**config.mk**
```make
export PLATFORM = sky130hd
export DESIGN_NAME = sim_ctrl
export DESIGN_NICKNAME = d
export VERILOG_FILES = /design/src/rtl/sim_ctrl_pkg.sv /design/src/rtl/sim_ctrl_fifo.sv /design/src/rtl/sim_ctrl.sv
export SDC_FILE = /design/constraint.sdc
export NUM_CORES = 1
export LEC_CHECK = 0
export BUFFER_PORTS_ARGS = -buffer_cell sky130_fd_sc_hd__buf_2
export CELL_PAD_IN_SITES_DETAIL_PLACEMENT = 1
export CELL_PAD_IN_SITES_GLOBAL_PLACEMENT = 1
export CORE_ASPECT_RATIO = 0.8
export CORE_MARGIN = 3
export CORE_UTILIZATION = 30
export DETAILED_ROUTE_END_ITERATION = 6
export GPL_TIMING_DRIVEN = 0
export PLACE_DENSITY_LB_ADDON = 0.1
export SYNTH_ARGS = -nofsm -noshare
export SYNTH_HDL_FRONTEND = slang
export SYNTH_SLANG_ARGS = --single-unit
export TNS_END_PERCENT = 50
```
**constraint.sdc**
```tcl
create_clock -name clk_i -period 2.4 [get_ports clk_i]
set_clock_uncertainty 0.15 [all_clocks]
set_input_delay 0.24 -clock clk_i [delete_from_list [all_inputs] [get_ports clk_i]]
set_output_delay 0.24 -clock clk_i [all_outputs]
set_load 0.005 [all_outputs]
```
**src/rtl/sim_ctrl_pkg.sv**
```systemverilog
// sim_ctrl_pkg: register map, STATUS bit layout and small helpers shared by
// the sim_ctrl control block and its console FIFO.
package sim_ctrl_pkg;

  // Word offsets, decoded from addr[4:2]
  localparam logic [2:0] OFS_CTRL    = 3'd0;
  localparam logic [2:0] OFS_TESTNUM = 3'd1;
  localparam logic [2:0] OFS_CONSOLE = 3'd2;
  localparam logic [2:0] OFS_STATUS  = 3'd3;
  localparam logic [2:0] OFS_TIMEOUT = 3'd4;
  localparam logic [2:0] OFS_CYCLES  = 3'd5;

  // STATUS bit positions
  localparam int unsigned STAT_EMPTY    = 0;
  localparam int unsigned STAT_FULL     = 1;
  localparam int unsigned STAT_LVL_LSB  = 2;
  localparam int unsigned STAT_SIM_END  = 10;
  localparam int unsigned STAT_SIM_SUCC = 11;

  // TESTNUM value loaded when the watchdog ends the test
  localparam logic [31:0] TIMEOUT_TESTNUM = 32'hFFFF_FFFF;

  // Saturation value of the free-running cycle counter
  localparam logic [31:0] CYCLES_MAX = 32'hFFFF_FFFF;

  // Merge a write into a register, one byte lane per byte enable.
  function automatic logic [31:0] apply_be(input logic [31:0] cur,
                                           input logic [31:0] wdata,
                                           input logic [3:0]  be);
    logic [31:0] r;
    r = cur;
    for (int i = 0; i < 4; i++) begin
      if (be[i]) r[8*i +: 8] = wdata[8*i +: 8];
    end
    return r;
  endfunction

  // Assemble the STATUS word from its fields.
  function automatic logic [31:0] pack_status(input logic       succ,
                                              input logic       sim_end,
                                              input logic [7:0] level,
                                              input logic       full,
                                              input logic       empty);
    logic [31:0] s;
    s = '0;
    s[STAT_EMPTY]            = empty;
    s[STAT_FULL]             = full;
    s[STAT_LVL_LSB +: 8]     = level;
    s[STAT_SIM_END]          = sim_end;
    s[STAT_SIM_SUCC]         = succ;
    return s;
  endfunction

endpackage

```
**src/rtl/sim_ctrl_fifo.sv**
```systemverilog
// sim_ctrl_fifo: byte FIFO for the console stream. Power-of-two depth,
// read and write pointers carry one extra MSB so full and empty are told
// apart without a separate counter.
module sim_ctrl_fifo
  import sim_ctrl_pkg::*;
#(
  parameter int DEPTH = 8
) (
  input  logic                     clk,
  input  logic                     rst_n,
  input  logic                     push,
  input  logic [7:0]               wdata,
  input  logic                     pop,
  output logic [7:0]               rdata,
  output logic                     empty,
  output logic                     full,
  output logic [$clog2(DEPTH):0]   level
);

  localparam int AW = $clog2(DEPTH);

  logic [AW:0] wr_ptr;
  logic [AW:0] rd_ptr;
  logic [7:0]  mem [DEPTH];
  logic        do_push;
  logic        do_pop;

  assign empty = (wr_ptr == rd_ptr);
  assign full  = (wr_ptr[AW] != rd_ptr[AW]) && (wr_ptr[AW-1:0] == rd_ptr[AW-1:0]);
  assign level = wr_ptr - rd_ptr;
  assign rdata = mem[rd_ptr[AW-1:0]];

  // A push into a full FIFO is only accepted when a pop frees a slot
  // in the same cycle, so the level stays unchanged.
  assign do_pop  = pop && !empty;
  assign do_push = push && (!full || do_pop);

  // Pointer update; wrap-around comes from natural overflow of AW+1 bits.
  always_ff @(posedge clk or negedge rst_n) begin
    if (!rst_n) begin
      wr_ptr <= '0;
      rd_ptr <= '0;
    end else begin
      if (do_push) wr_ptr <= wr_ptr + 1'b1;
      if (do_pop)  rd_ptr <= rd_ptr + 1'b1;
    end
  end

  // Storage array; contents need no reset because empty gates the output.
  always_ff @(posedge clk) begin
    if (do_push) mem[wr_ptr[AW-1:0]] <= wdata;
  end

endmodule

```
**src/rtl/sim_ctrl.sv**
```systemverilog
// sim_ctrl: simulation control block on a req/gnt/rvalid bus. Holds the
// test end/pass flags, the failing test number, a watchdog against a
// free-running cycle counter and an optional console byte stream.
// The console FIFO is built only when SIM_CTRL_CONSOLE_EN is defined;
// otherwise CONSOLE writes are accepted and dropped.
//
// Bus handshake: a request is accepted in the cycle where req_i && gnt_o.
// gnt_o is combinational from req_i and is held low only for a CONSOLE
// write while the FIFO is full. Every accepted request produces exactly one
// rvalid_o pulse on the following cycle; data_o carries the read value for
// reads and 0 for writes. CTRL reads back {sim_succ, sim_end}; CONSOLE,
// and unmapped offsets, read 0.
module sim_ctrl
  import sim_ctrl_pkg::*;
#(
  parameter int          CONSOLE_DEPTH = 8,
  parameter logic [31:0] TIMEOUT_RST   = 32'h0
) (
  input  logic        clk_i,
  input  logic        rst_ni,
  input  logic        req_i,
  input  logic        we_i,
  input  logic [3:0]  be_i,
  input  logic [31:0] addr_i,
  input  logic [31:0] data_i,
  output logic        gnt_o,
  output logic        rvalid_o,
  output logic [31:0] data_o,
  output logic        sim_end_o,
  output logic        sim_succ_o,
  output logic [31:0] fail_num_o,
  output logic        char_valid_o,
  output logic [7:0]  char_data_o,
  input  logic        char_ready_i
);

  logic [2:0]  idx;
  logic        con_full;
  logic        con_empty;
  logic [7:0]  con_level;
  logic        accept;
  logic        wr;
  logic        ctrl_end;
  logic        tmo_end;
  logic [31:0] rdata;

  logic        rvalid_q;
  logic [31:0] data_q;
  logic        sim_end_q;
  logic        sim_succ_q;
  logic [31:0] testnum_q;
  logic [31:0] timeout_q;
  logic [31:0] cycles_q;

  assign idx    = addr_i[4:2];
  assign gnt_o  = req_i && !(we_i && (idx == OFS_CONSOLE) && con_full);
  assign accept = req_i && gnt_o;
  assign wr     = accept && we_i;

  // First end event wins; a CTRL end write beats a watchdog hit in the
  // same cycle, so the watchdog only fires when no CTRL end is happening.
  assign ctrl_end = wr && (idx == OFS_CTRL) && be_i[0] && data_i[0] && !sim_end_q;
  assign tmo_end  = (timeout_q != '0) && !sim_end_q && (cycles_q == timeout_q) && !ctrl_end;

`ifdef SIM_CTRL_CONSOLE_EN
  logic                            con_push;
  logic                            con_pop;
  logic [7:0]                      con_head;
  logic [$clog2(CONSOLE_DEPTH):0]  fifo_level;
  logic                            unused_bits;

  assign con_push = wr && (idx == OFS_CONSOLE) && be_i[0];
  assign con_pop  = char_valid_o && char_ready_i;

  sim_ctrl_fifo #(
    .DEPTH (CONSOLE_DEPTH)
  ) u_fifo (
    .clk   (clk_i),
    .rst_n (rst_ni),
    .push  (con_push),
    .wdata (data_i[7:0]),
    .pop   (con_pop),
    .rdata (con_head),
    .empty (con_empty),
    .full  (con_full),
    .level (fifo_level)
  );

  assign con_level    = 8'(fifo_level);
  assign char_valid_o = !con_empty;
  assign char_data_o  = con_head;
  assign unused_bits  = ^{addr_i[31:5], addr_i[1:0]};
`else
  logic unused_bits;

  assign con_full     = 1'b0;
  assign con_empty    = 1'b1;
  assign con_level    = 8'd0;
  assign char_valid_o = 1'b0;
  assign char_data_o  = 8'd0;
  assign unused_bits  = ^{addr_i[31:5], addr_i[1:0], char_ready_i};
`endif

  // Read multiplexer over the register map.
  always_comb begin
    rdata = '0;
    case (idx)
      OFS_CTRL:    rdata = {30'd0, sim_succ_q, sim_end_q};
      OFS_TESTNUM: rdata = testnum_q;
      OFS_STATUS:  rdata = pack_status(sim_succ_q, sim_end_q, con_level, con_full, con_empty);
      OFS_TIMEOUT: rdata = timeout_q;
      OFS_CYCLES:  rdata = cycles_q;
      default:     rdata = '0;
    endcase
  end

  // Response stage: one rvalid pulse per accepted request; reset drops it.
  always_ff @(posedge clk_i or negedge rst_ni) begin
    if (!rst_ni) begin
      rvalid_q <= 1'b0;
      data_q   <= '0;
    end else begin
      rvalid_q <= accept;
      data_q   <= (accept && !we_i) ? rdata : '0;
    end
  end

  // Sticky end/pass flags.
  always_ff @(posedge clk_i or negedge rst_ni) begin
    if (!rst_ni) begin
      sim_end_q  <= 1'b0;
      sim_succ_q <= 1'b0;
    end else if (ctrl_end) begin
      sim_end_q  <= 1'b1;
      sim_succ_q <= data_i[1];
    end else if (tmo_end) begin
      sim_end_q  <= 1'b1;
      sim_succ_q <= 1'b0;
    end
  end

  // TESTNUM: byte-lane writes, overwritten by the watchdog marker on timeout.
  always_ff @(posedge clk_i or negedge rst_ni) begin
    if (!rst_ni) begin
      testnum_q <= '0;
    end else if (tmo_end) begin
      testnum_q <= TIMEOUT_TESTNUM;
    end else if (wr && (idx == OFS_TESTNUM)) begin
      testnum_q <= apply_be(testnum_q, data_i, be_i);
    end
  end

  // TIMEOUT: byte-lane writes; zero leaves the watchdog off.
  always_ff @(posedge clk_i or negedge rst_ni) begin
    if (!rst_ni) begin
      timeout_q <= TIMEOUT_RST;
    end else if (wr && (idx == OFS_TIMEOUT)) begin
      timeout_q <= apply_be(timeout_q, data_i, be_i);
    end
  end

  // Free-running cycle counter, saturating at all ones.
  always_ff @(posedge clk_i or negedge rst_ni) begin
    if (!rst_ni) begin
      cycles_q <= '0;
    end else if (cycles_q != CYCLES_MAX) begin
      cycles_q <= cycles_q + 32'd1;
    end
  end

  assign rvalid_o   = rvalid_q;
  assign data_o     = data_q;
  assign sim_end_o  = sim_end_q;
  assign sim_succ_o = sim_succ_q;
  assign fail_num_o = testnum_q;

endmodule
```
Yosys cells after proc, flatten, opt, wreduce, memory -nomap -nowiden --
Cells that the tools add are included.
Storage, ports and cells: register bits after elaboration 131, latch bits 0, RAM bits 0, bits in read-only memories 0, input bits 73, output and inout bits 77, logic and storage cells 62, memories kept 0
Operators by class: $add $sub $neg 1, $mul 0, div/mod/pow operators 0, magnitude comparators 0, equality and inequality tests 6, shifts and indexed selects 0, muxes and demuxes 12, bitwise logic cells 0, reductions and logical operators 30
Operator list (count):
- one-hot mux 32 bit (5 select lines) | 1
- 2-to-1 mux 32 bit | 3
- adder 32 x 1 -> 32 bit (second input constant) | 1
- equality test 32 bit | 1
- 2-to-1 mux 8 bit | 4
- != test 32 bit (second input constant) | 1
- nonzero test 32 bit | 1
- AND reduction 2 bit | 8
- nonzero test 2 bit | 6
- logical AND 1 bit | 11
- equality test 3 bit (second input constant) | 2
- 2-to-1 mux 1 bit | 4
- equality test 3 x 1 -> 1 bit (second input constant) | 1
- equality test 3 x 2 -> 1 bit (second input constant) | 1
- logical NOT 1 bit | 3
- logical NOT 3 bit | 1

Logic depth before layout (Yosys ltp) --
Gate-level depths: netlist of the first run.
word-level depth 9, depth in mapped cells 8

Least setup slack after synthesis of the first run --
Ideal clock, no wire load.
path kind register to register, start register cycles_q[3], end register testnum_q[31] (netlist: fail_num_o[31]), library setup time 0.069 ns, data arrival time 1.821 ns, data required time 2.181 ns, path slack 0.360 ns, stages on the path, launching flop included 9, path buffers 3, clock period less this slack 2.040 ns, cells stage by stage dfrtp_1 buf_6 xor2_1 nor4_2 nand4_1 or4_1 buf_2 buf_6 nand3_1
On the way: cells in the longest elaborated chain, start to end 5
RTL lines:
- start: declaration | line sim_ctrl.sv:53 | logic [31:0] cycles_q;
- start signal: assignment | line sim_ctrl.sv:167 | cycles_q <= cycles_q + 32'd1;
- equality test 32 bit * | line sim_ctrl.sv:63 | assign tmo_end = (timeout_q != '0) && !sim_end_q && (cycles_q == timeout_q) && !ctrl_end;
- logical AND 1 bit * (2 in series) | line sim_ctrl.sv:63
- nonzero test 2 bit (no source line)
- AND reduction 2 bit (no source line)
- end signal: assignment | line sim_ctrl.sv:149 | testnum_q <= apply_be(testnum_q, data_i, be_i);
- end: declaration | line sim_ctrl.sv:51 | logic [31:0] testnum_q;
Every way passes the cells marked *; elsewhere a longest branch is shown, timed or not. A chain may end at the register's enable or synchronous reset.

Final worst setup path of the first run --
start register cycles_q[7], end register testnum_q[3] (netlist: fail_num_o[3])
Same word-level chain as after synthesis.

==> results of run 1 <==
[tightest hold or removal path, cell delays in order]
cell     delay (ps)
buf_2           140
a31oi_1          90
nor2_1           80
[timing repair]
action / CTS / global route
buffers inserted: 0 / 4
hold buffers: 37 / 0
resized for setup: 10 / 10
endpoints found under the hold margin: 112 / 0
endpoints found under the setup margin: 55 / 43
pin swaps: 1 / 6
[layer usage]
layer	GRT usage	routed length [µm]	part of all wire
met4	0.0572	285	0.013
met1	0.276	10200	0.47
met3	0.0416	1150	0.053
met5	0	0	0
met2	0.305	10100	0.46
[synthesized netlist by cell type, types with 3 or more instances]
library cell / n
dfrtp_1: 131
nand2_1: 50
nand4_1: 14
nor2b_1: 4
a22oi_1: 30
buf_1: 6
clkbuf_1: 14
nor3_1: 9
mux2_2: 62
and3_1: 3
nand3_1: 72
xnor2_1: 20
buf_4: 10
buf_2: 5
nor4_1: 14
xor2_1: 41
a21oi_1: 3
nand2_2: 4
nand3_2: 9
buf_6: 5
nor2_1: 45
[state kept, by name (all words and copies together), names as in the netlist]
signal      count
sim_end_o       1
timeout_q      32
fail_num_o     32
sim_succ_o      1
cycles_q       32
rvalid_o        1
data_o         32
[metrics by stage]
step            util  instance area (µm²)
3_5_place_dp   0.352                 7330
4_1_cts        0.403                 8380
3_3_place_gp   0.350                 7290
6_report       0.406                 8450
2_1_floorplan      -                 6420
5_1_grt        0.406                 8450
[power groups by stage]
| stage | logic, mW | clock network (mW) | registers [mW] |
|---|---|---|---|
| final | 1.01 | 2.78 | 2.77 |
| after detailed placement | 0.962 | 0 | 2.81 |
| after global placement | 0.929 | 0 | 2.81 |
| after floorplan | 0.540 | 0 | 2.71 |
| after CTS | 1.03 | 2.83 | 2.78 |
| after global routing | 1.14 | 2.96 | 2.82 |
[final cells by class]
| type | count | area, µm² | area share |
|---|---|---|---|
| flip-flops and latches | 131 | 3280 | 0.388 |
| repair buffers | 149 | 970 | 0.115 |
| multi-input cells | 422 | 2990 | 0.354 |
| clock inverters | 11 | 149 | 0.0176 |
| well taps | 269 | 337 | 0.0398 |
| inverters | 1 | 3.75 | 0.000444 |
| plain buffers | 40 | 240 | 0.0284 |
| clock buffers | 21 | 480 | 0.0569 |
[worst min-delay path by stage]
stage,startpoint,to,slack [ps],depth (start not counted)
after global routing,addr_i[3],data_o[10],30,3
after floorplan,rst_ni,cycles_q[0],-210,0
after detailed placement,rst_ni,data_o[6],50,1
after global placement,req_i,rvalid_o,240,1
after CTS,addr_i[3],data_o[10],10,3
final,addr_i[3],data_o[10],20,3
[cell families after synthesis]
group | count (synthesis)
fa+ha+maj | 1
compound gates | 41
mux | 65
xor+xnor | 61
other cells | 1
simple gates | 245
flops | 131
buf+inv | 41
==> impl_metrics.py, run 1 <==
metrics = {
    "yosys": {
        "synthTopCellsByArea": "dfrtp_1, mux2_2, nand3_1",
        "synthCells": 586,
        "synth_compound_area_frac": 0.0482,
        "synthFlopType": "dfrtp_1",
        "synth_seq_area_share": 0.513,
        "synth-edff-count": 0,
        "synth.area.mux_share": 0.116,
        "synth_seq_cells": 131,
        "yosysUniqueCellTypes": 45,
        "syn_area_um2": 6390,
        "avgSynthCellArea_um2": 10.9,
        "synth_top_family_by_area": "simple AND/OR/NAND/NOR gates",
        "ys_warn_count": 0,
        "synthAdderAreaFrac": 0.00196,
        "synthArstFlopShare": 1.00,
        "synth_top_area_share": 0.513,
        "yosys.area.top_type": "dfrtp_1",
        "yosys.area_share.simple": 0.200,
        "synth_xor_area_frac": 0.0836,
    },
    "critical_path": {
        "crit_path_start_kind": "register",
        "rr_startpoint": "cycles_q[7]",
        "crit_top_cell": "buf_6",
        "cp.depth": 8,
        "reg2regPathDepth": 8,
        "critPathKind": "reg2reg",
        "r2r_setup_slack_ps": 110,
        "cp-startpoint": "cycles_q[7]",
        "critical_path_arrival_ps": 2500,
        "endpoint_kind": "register",
        "crit_fanout": 10,
        "crit_family": "simple AND/OR/NAND/NOR gates",
        "worst-path-buf-inv": 3,
        "r2r_end": "fail_num_o[3]",
        "max_stage_delay_ps": 430,
        "endpoint": "fail_num_o[3]",
        "crit_chain": "clkbuf_4 > xor2_1 > nor4_2 > nand4_1 > or4_1 > buf_6 > buf_6 > nand3_1",
        "cp_slowest_cell": "or4_1",
        "crit_required_ps": 2610,
    },
    "floorplanning": {
        "die_w_um": 169,
        "start_util": 0.307,
        "rows": 47,
        "coreArea_um2": 20800,
        "die-area_um2": 23100,
        "io-pin-count": 150,
        "die_h_um": 137,
    },
    "job": {
        "drv_cap": 0,
    },
    "timing": {
        "report.final.slew_viol_count": 0,
        "rsz0062_at_grt": "no",
        "hold_viol": 0,
        "fin_crit_ps": 2290,
        "holdWs_ps": 21.0,
        "relSlewSlack": 0.467,
        "tightest_slew_ps": 799,
        "worst_slack_ps": 105,
        "setup_tns_ps": 0,
        "max_freq_mhz": 436,
        "setup_viol": 0,
        "fin_crit_sh": 0.956,
    },
    "pwr": {
        "p_sw_mw": 1.84,
        "combinationalPowerShare": 0.154,
        "p_leak_nw": 4.05,
        "powerDensity_nw_per_um2": 778,
        "netSwitchingFraction": 0.279,
        "total_power_mw": 6.57,
        "clkPwrFrac": 0.424,
        "cell_internal_pwr_mw": 4.74,
        "seqPwrFrac": 0.422,
        "irDropWorstVdd_mv": 0.305,
    },
    "clock_network": {
        "cts_buffers": 17,
        "clkLatencyLatePin_ps": 430,
        "h-tree-depth": 4,
        "cts_tree": "built",
        "clockRootBuffer": "clkbuf_16",
        "clk_pin_slew_ps": 60,
        "cts_num_sinks": 131,
        "cts.path.max_buffers": 2,
    },
    "layout": {
        "antenna_cells": 0,
        "layout_common_cells": "dfrtp_1, buf_2, nand3_1",
        "final_layout_size_suffix_gt1_frac": 0.337,
        "nFillCells": 2353,
        "final_common_cell": "dfrtp_1",
        "syn2layout_area_growth_pct": 32.2,
        "nNetsFinal": 836,
        "instances_no_fill": 1044,
    },
    "global_route": {
        "grt_max_degree": 88,
        "globalRouteOverflowTotal": 0,
        "grt_pass1_vias": 5729,
        "antenna_found_initial": 0,
        "grt_pass1_wl_um": 34300,
        "grt.total_usage": 0.196,
    },
    "drt": {
        "wire_per_inst_um": 20.8,
        "drtIter0Drc": 209,
        "ant_nets": 0,
        "vias": 5248,
        "wl_um": 21700,
        "viasPerCell": 5.03,
        "dr.pass1.iters": 4,
        "drc": 0,
    },
    "status": {
        "status": "complete, no violations",
    },
    "placed_design": {
        "pre_cts_ws_ps": -454,
        "routabilityCongestion": 0.803,
        "hpwlAfterDp_um": 15700,
        "dp.cells": 971,
        "io_buffers": 107,
    },
    "hold_path": {
        "hold_path_class": "in2reg",
    },
}
No activity file was read; power rests on OpenSTA's default activity.
==> inputs of run 2 (changes only) <==
Settings changed: HOLD_SLACK_MARGIN set to 0.1.
==> run 2 against run 1 <==
  * Die area unchanged
  * Utilization unchanged
  * Via count about the same
  * Count of clock-buffer cells in the layout unchanged
  * Total power about the same
  * Wire length about the same
  * Maximum frequency increased by 0.17%
  * Sequential share of layout area unchanged
  * Final cell count unchanged
  * Global-route usage about the same
  * First-iteration DRC count increased by 4.8%
  * Largest cell class unchanged
==> impl_metrics.py, run 2 (synthesized netlist as in run 1, its figures left out) <==
metrics = {
    "global_route": {
        "antenna_found_initial": 0,
        "grt_use_met3": 0.0416,
        "use_met2": 0.306,
        "grt_pass1_vias": 5729,
        "grtUsageMet1": 0.276,
        "grt_pass1_wl_um": 34300,
        "globalRouteOverflowTotal": 0,
        "busiest_layer": "met2",
        "grt.total_usage": 0.196,
        "grt_max_degree": 88,
    },
    "critical_path": {
        "r2r_end": "fail_num_o[3]",
        "cp_slowest_cell": "or4_1",
        "crit_path_start_kind": "register",
        "crit_required_ps": 2610,
        "r2r_setup_slack_ps": 110,
        "crit_top_cell": "buf_6",
        "crit_fanout": 10,
        "cp-startpoint": "cycles_q[7]",
        "max_stage_delay_ps": 430,
        "rr_startpoint": "cycles_q[7]",
        "critical_path_arrival_ps": 2500,
        "reg2regPathDepth": 8,
        "crit_chain": "clkbuf_4 > xor2_1 > nor4_2 > nand4_1 > or4_1 > buf_6 > buf_6 > nand3_1",
        "endpoint": "fail_num_o[3]",
        "critPathKind": "reg2reg",
        "endpoint_kind": "register",
    },
    "layout": {
        "nFillCells": 2351,
        "multi_input_area_um2": 2990,
        "nNetsFinal": 836,
        "ff_latch_area_um2": 3280,
        "fin_util": 0.406,
        "final_common_cell": "dfrtp_1",
        "layout_common_cells": "dfrtp_1, buf_2, nand3_1",
        "syn2layout_area_growth_pct": 32.2,
        "antenna_cells": 0,
        "final_layout_size_suffix_gt1_frac": 0.337,
    },
    "clock_network": {
        "cts_num_sinks": 131,
        "cts_tree": "built",
        "cts.path.max_buffers": 2,
        "h-tree-depth": 4,
        "clk_pin_slew_ps": 60,
        "cts_buffers": 17,
        "clkLatencyLatePin_ps": 430,
        "clockRootBuffer": "clkbuf_16",
    },
    "pwr": {
        "total_power_mw": 6.57,
        "cell_internal_pwr_mw": 4.74,
        "p_sw_mw": 1.84,
        "combinationalPowerShare": 0.154,
        "powerDensity_nw_per_um2": 778,
        "irDropWorstVdd_mv": 0.305,
        "p_leak_nw": 4.05,
        "clkPwrFrac": 0.423,
        "netSwitchingFraction": 0.280,
        "seqPwrFrac": 0.422,
    },
    "timing": {
        "report.final.slew_viol_count": 0,
        "tightest_slew_ps": 814,
        "fin_crit_ps": 2290,
        "hold_viol": 0,
        "fin_crit_sh": 0.955,
        "setup_tns_ps": 0,
        "rsz0062_at_grt": "no",
        "relSlewSlack": 0.458,
        "setup_viol": 0,
        "worst_slack_ps": 109,
        "holdWs_ps": 169,
        "max_freq_mhz": 437,
    },
    "placed_design": {
        "io_buffers": 107,
        "pre_cts_ws_ps": -454,
        "hpwlAfterDp_um": 15700,
        "routabilityCongestion": 0.803,
    },
    "floorplanning": {
        "coreArea_um2": 20800,
        "io-pin-count": 150,
        "start_util": 0.307,
        "die_h_um": 137,
        "die_w_um": 169,
        "rows": 47,
        "die-area_um2": 23100,
    },
    "drt": {
        "drc": 0,
        "wl_um": 21700,
        "viasPerCell": 5.03,
        "wire_per_inst_um": 20.8,
        "ant_nets": 0,
        "vias": 5250,
        "drtIter0Drc": 219,
        "dr.pass1.iters": 4,
    },
    "job": {
        "drv_cap": 0,
    },
    "status": {
        "status": "complete, no violations",
    },
    "hold_path": {
        "hold_path_class": "in2async",
    },
}
## run 2: how the worst min path moves through the flow
stage,endpoint,start
2_1_floorplan,cycles_q[0],rst_ni
3_3_place_gp,rvalid_o,req_i
3_5_place_dp,data_o[6],rst_ni
4_1_cts,sim_succ_o,be_i[0]
5_1_grt,data_o[6],rst_ni
6_report,data_o[6],rst_ni
## run 2: timing repair
item / in CTS / in global routing
hold buffers: 37 / 0
gates cloned: 0 / 0
setup buffers: 0 / 4
hold endpoints to repair: 200 / 0
resized for setup: 10 / 10
setup endpoints to repair: 55 / 43
pin swaps: 1 / 6
## run 2: metrics by stage
step,area [µm²],instances
4_1_cts,8380,1040
2_1_floorplan,6420,594
3_5_place_dp,7330,971
6_report,8450,1044
5_1_grt,8450,1044
3_3_place_gp,7290,970
## run 2: area by class of cell
| cell class | instances | share of cell area |
|---|---|---|
| Multi-Input combinational cell | 422 | 0.354 |
| Buffer | 40 | 0.0284 |
| Sequential cell | 131 | 0.388 |
| Tap cell | 269 | 0.0398 |
| Inverter | 1 | 0.000444 |
| Timing Repair Buffer | 149 | 0.115 |
| Clock buffer | 21 | 0.0569 |
| Clock inverter | 11 | 0.0176 |
## run 2: worst max-delay path: cells and delay by family (launching register included)
family | cells | cell delay (ps)
xor+xnor | 1 | 180
flops | 1 | 350
simple gates | 4 | 1020
buf+inv | 3 | 500
## run 2: layer usage
metal | wire length [µm] | up-vias
li1 | - | 2419
met5 | 0 | -
met3 | 858 | 25
met4 | 319 | 0
met1 | 10500 | 2690
met2 | 10000 | 116
## run 2: power by group through the flow
stage	combinational, mW	clock [mW]	sequential (mW)
floorplan	0.540	0	2.71
global placement	0.929	0	2.81
detailed placement	0.962	0	2.81
CTS	1.03	2.83	2.78
global route	1.14	2.96	2.82
finish	1.01	2.78	2.78
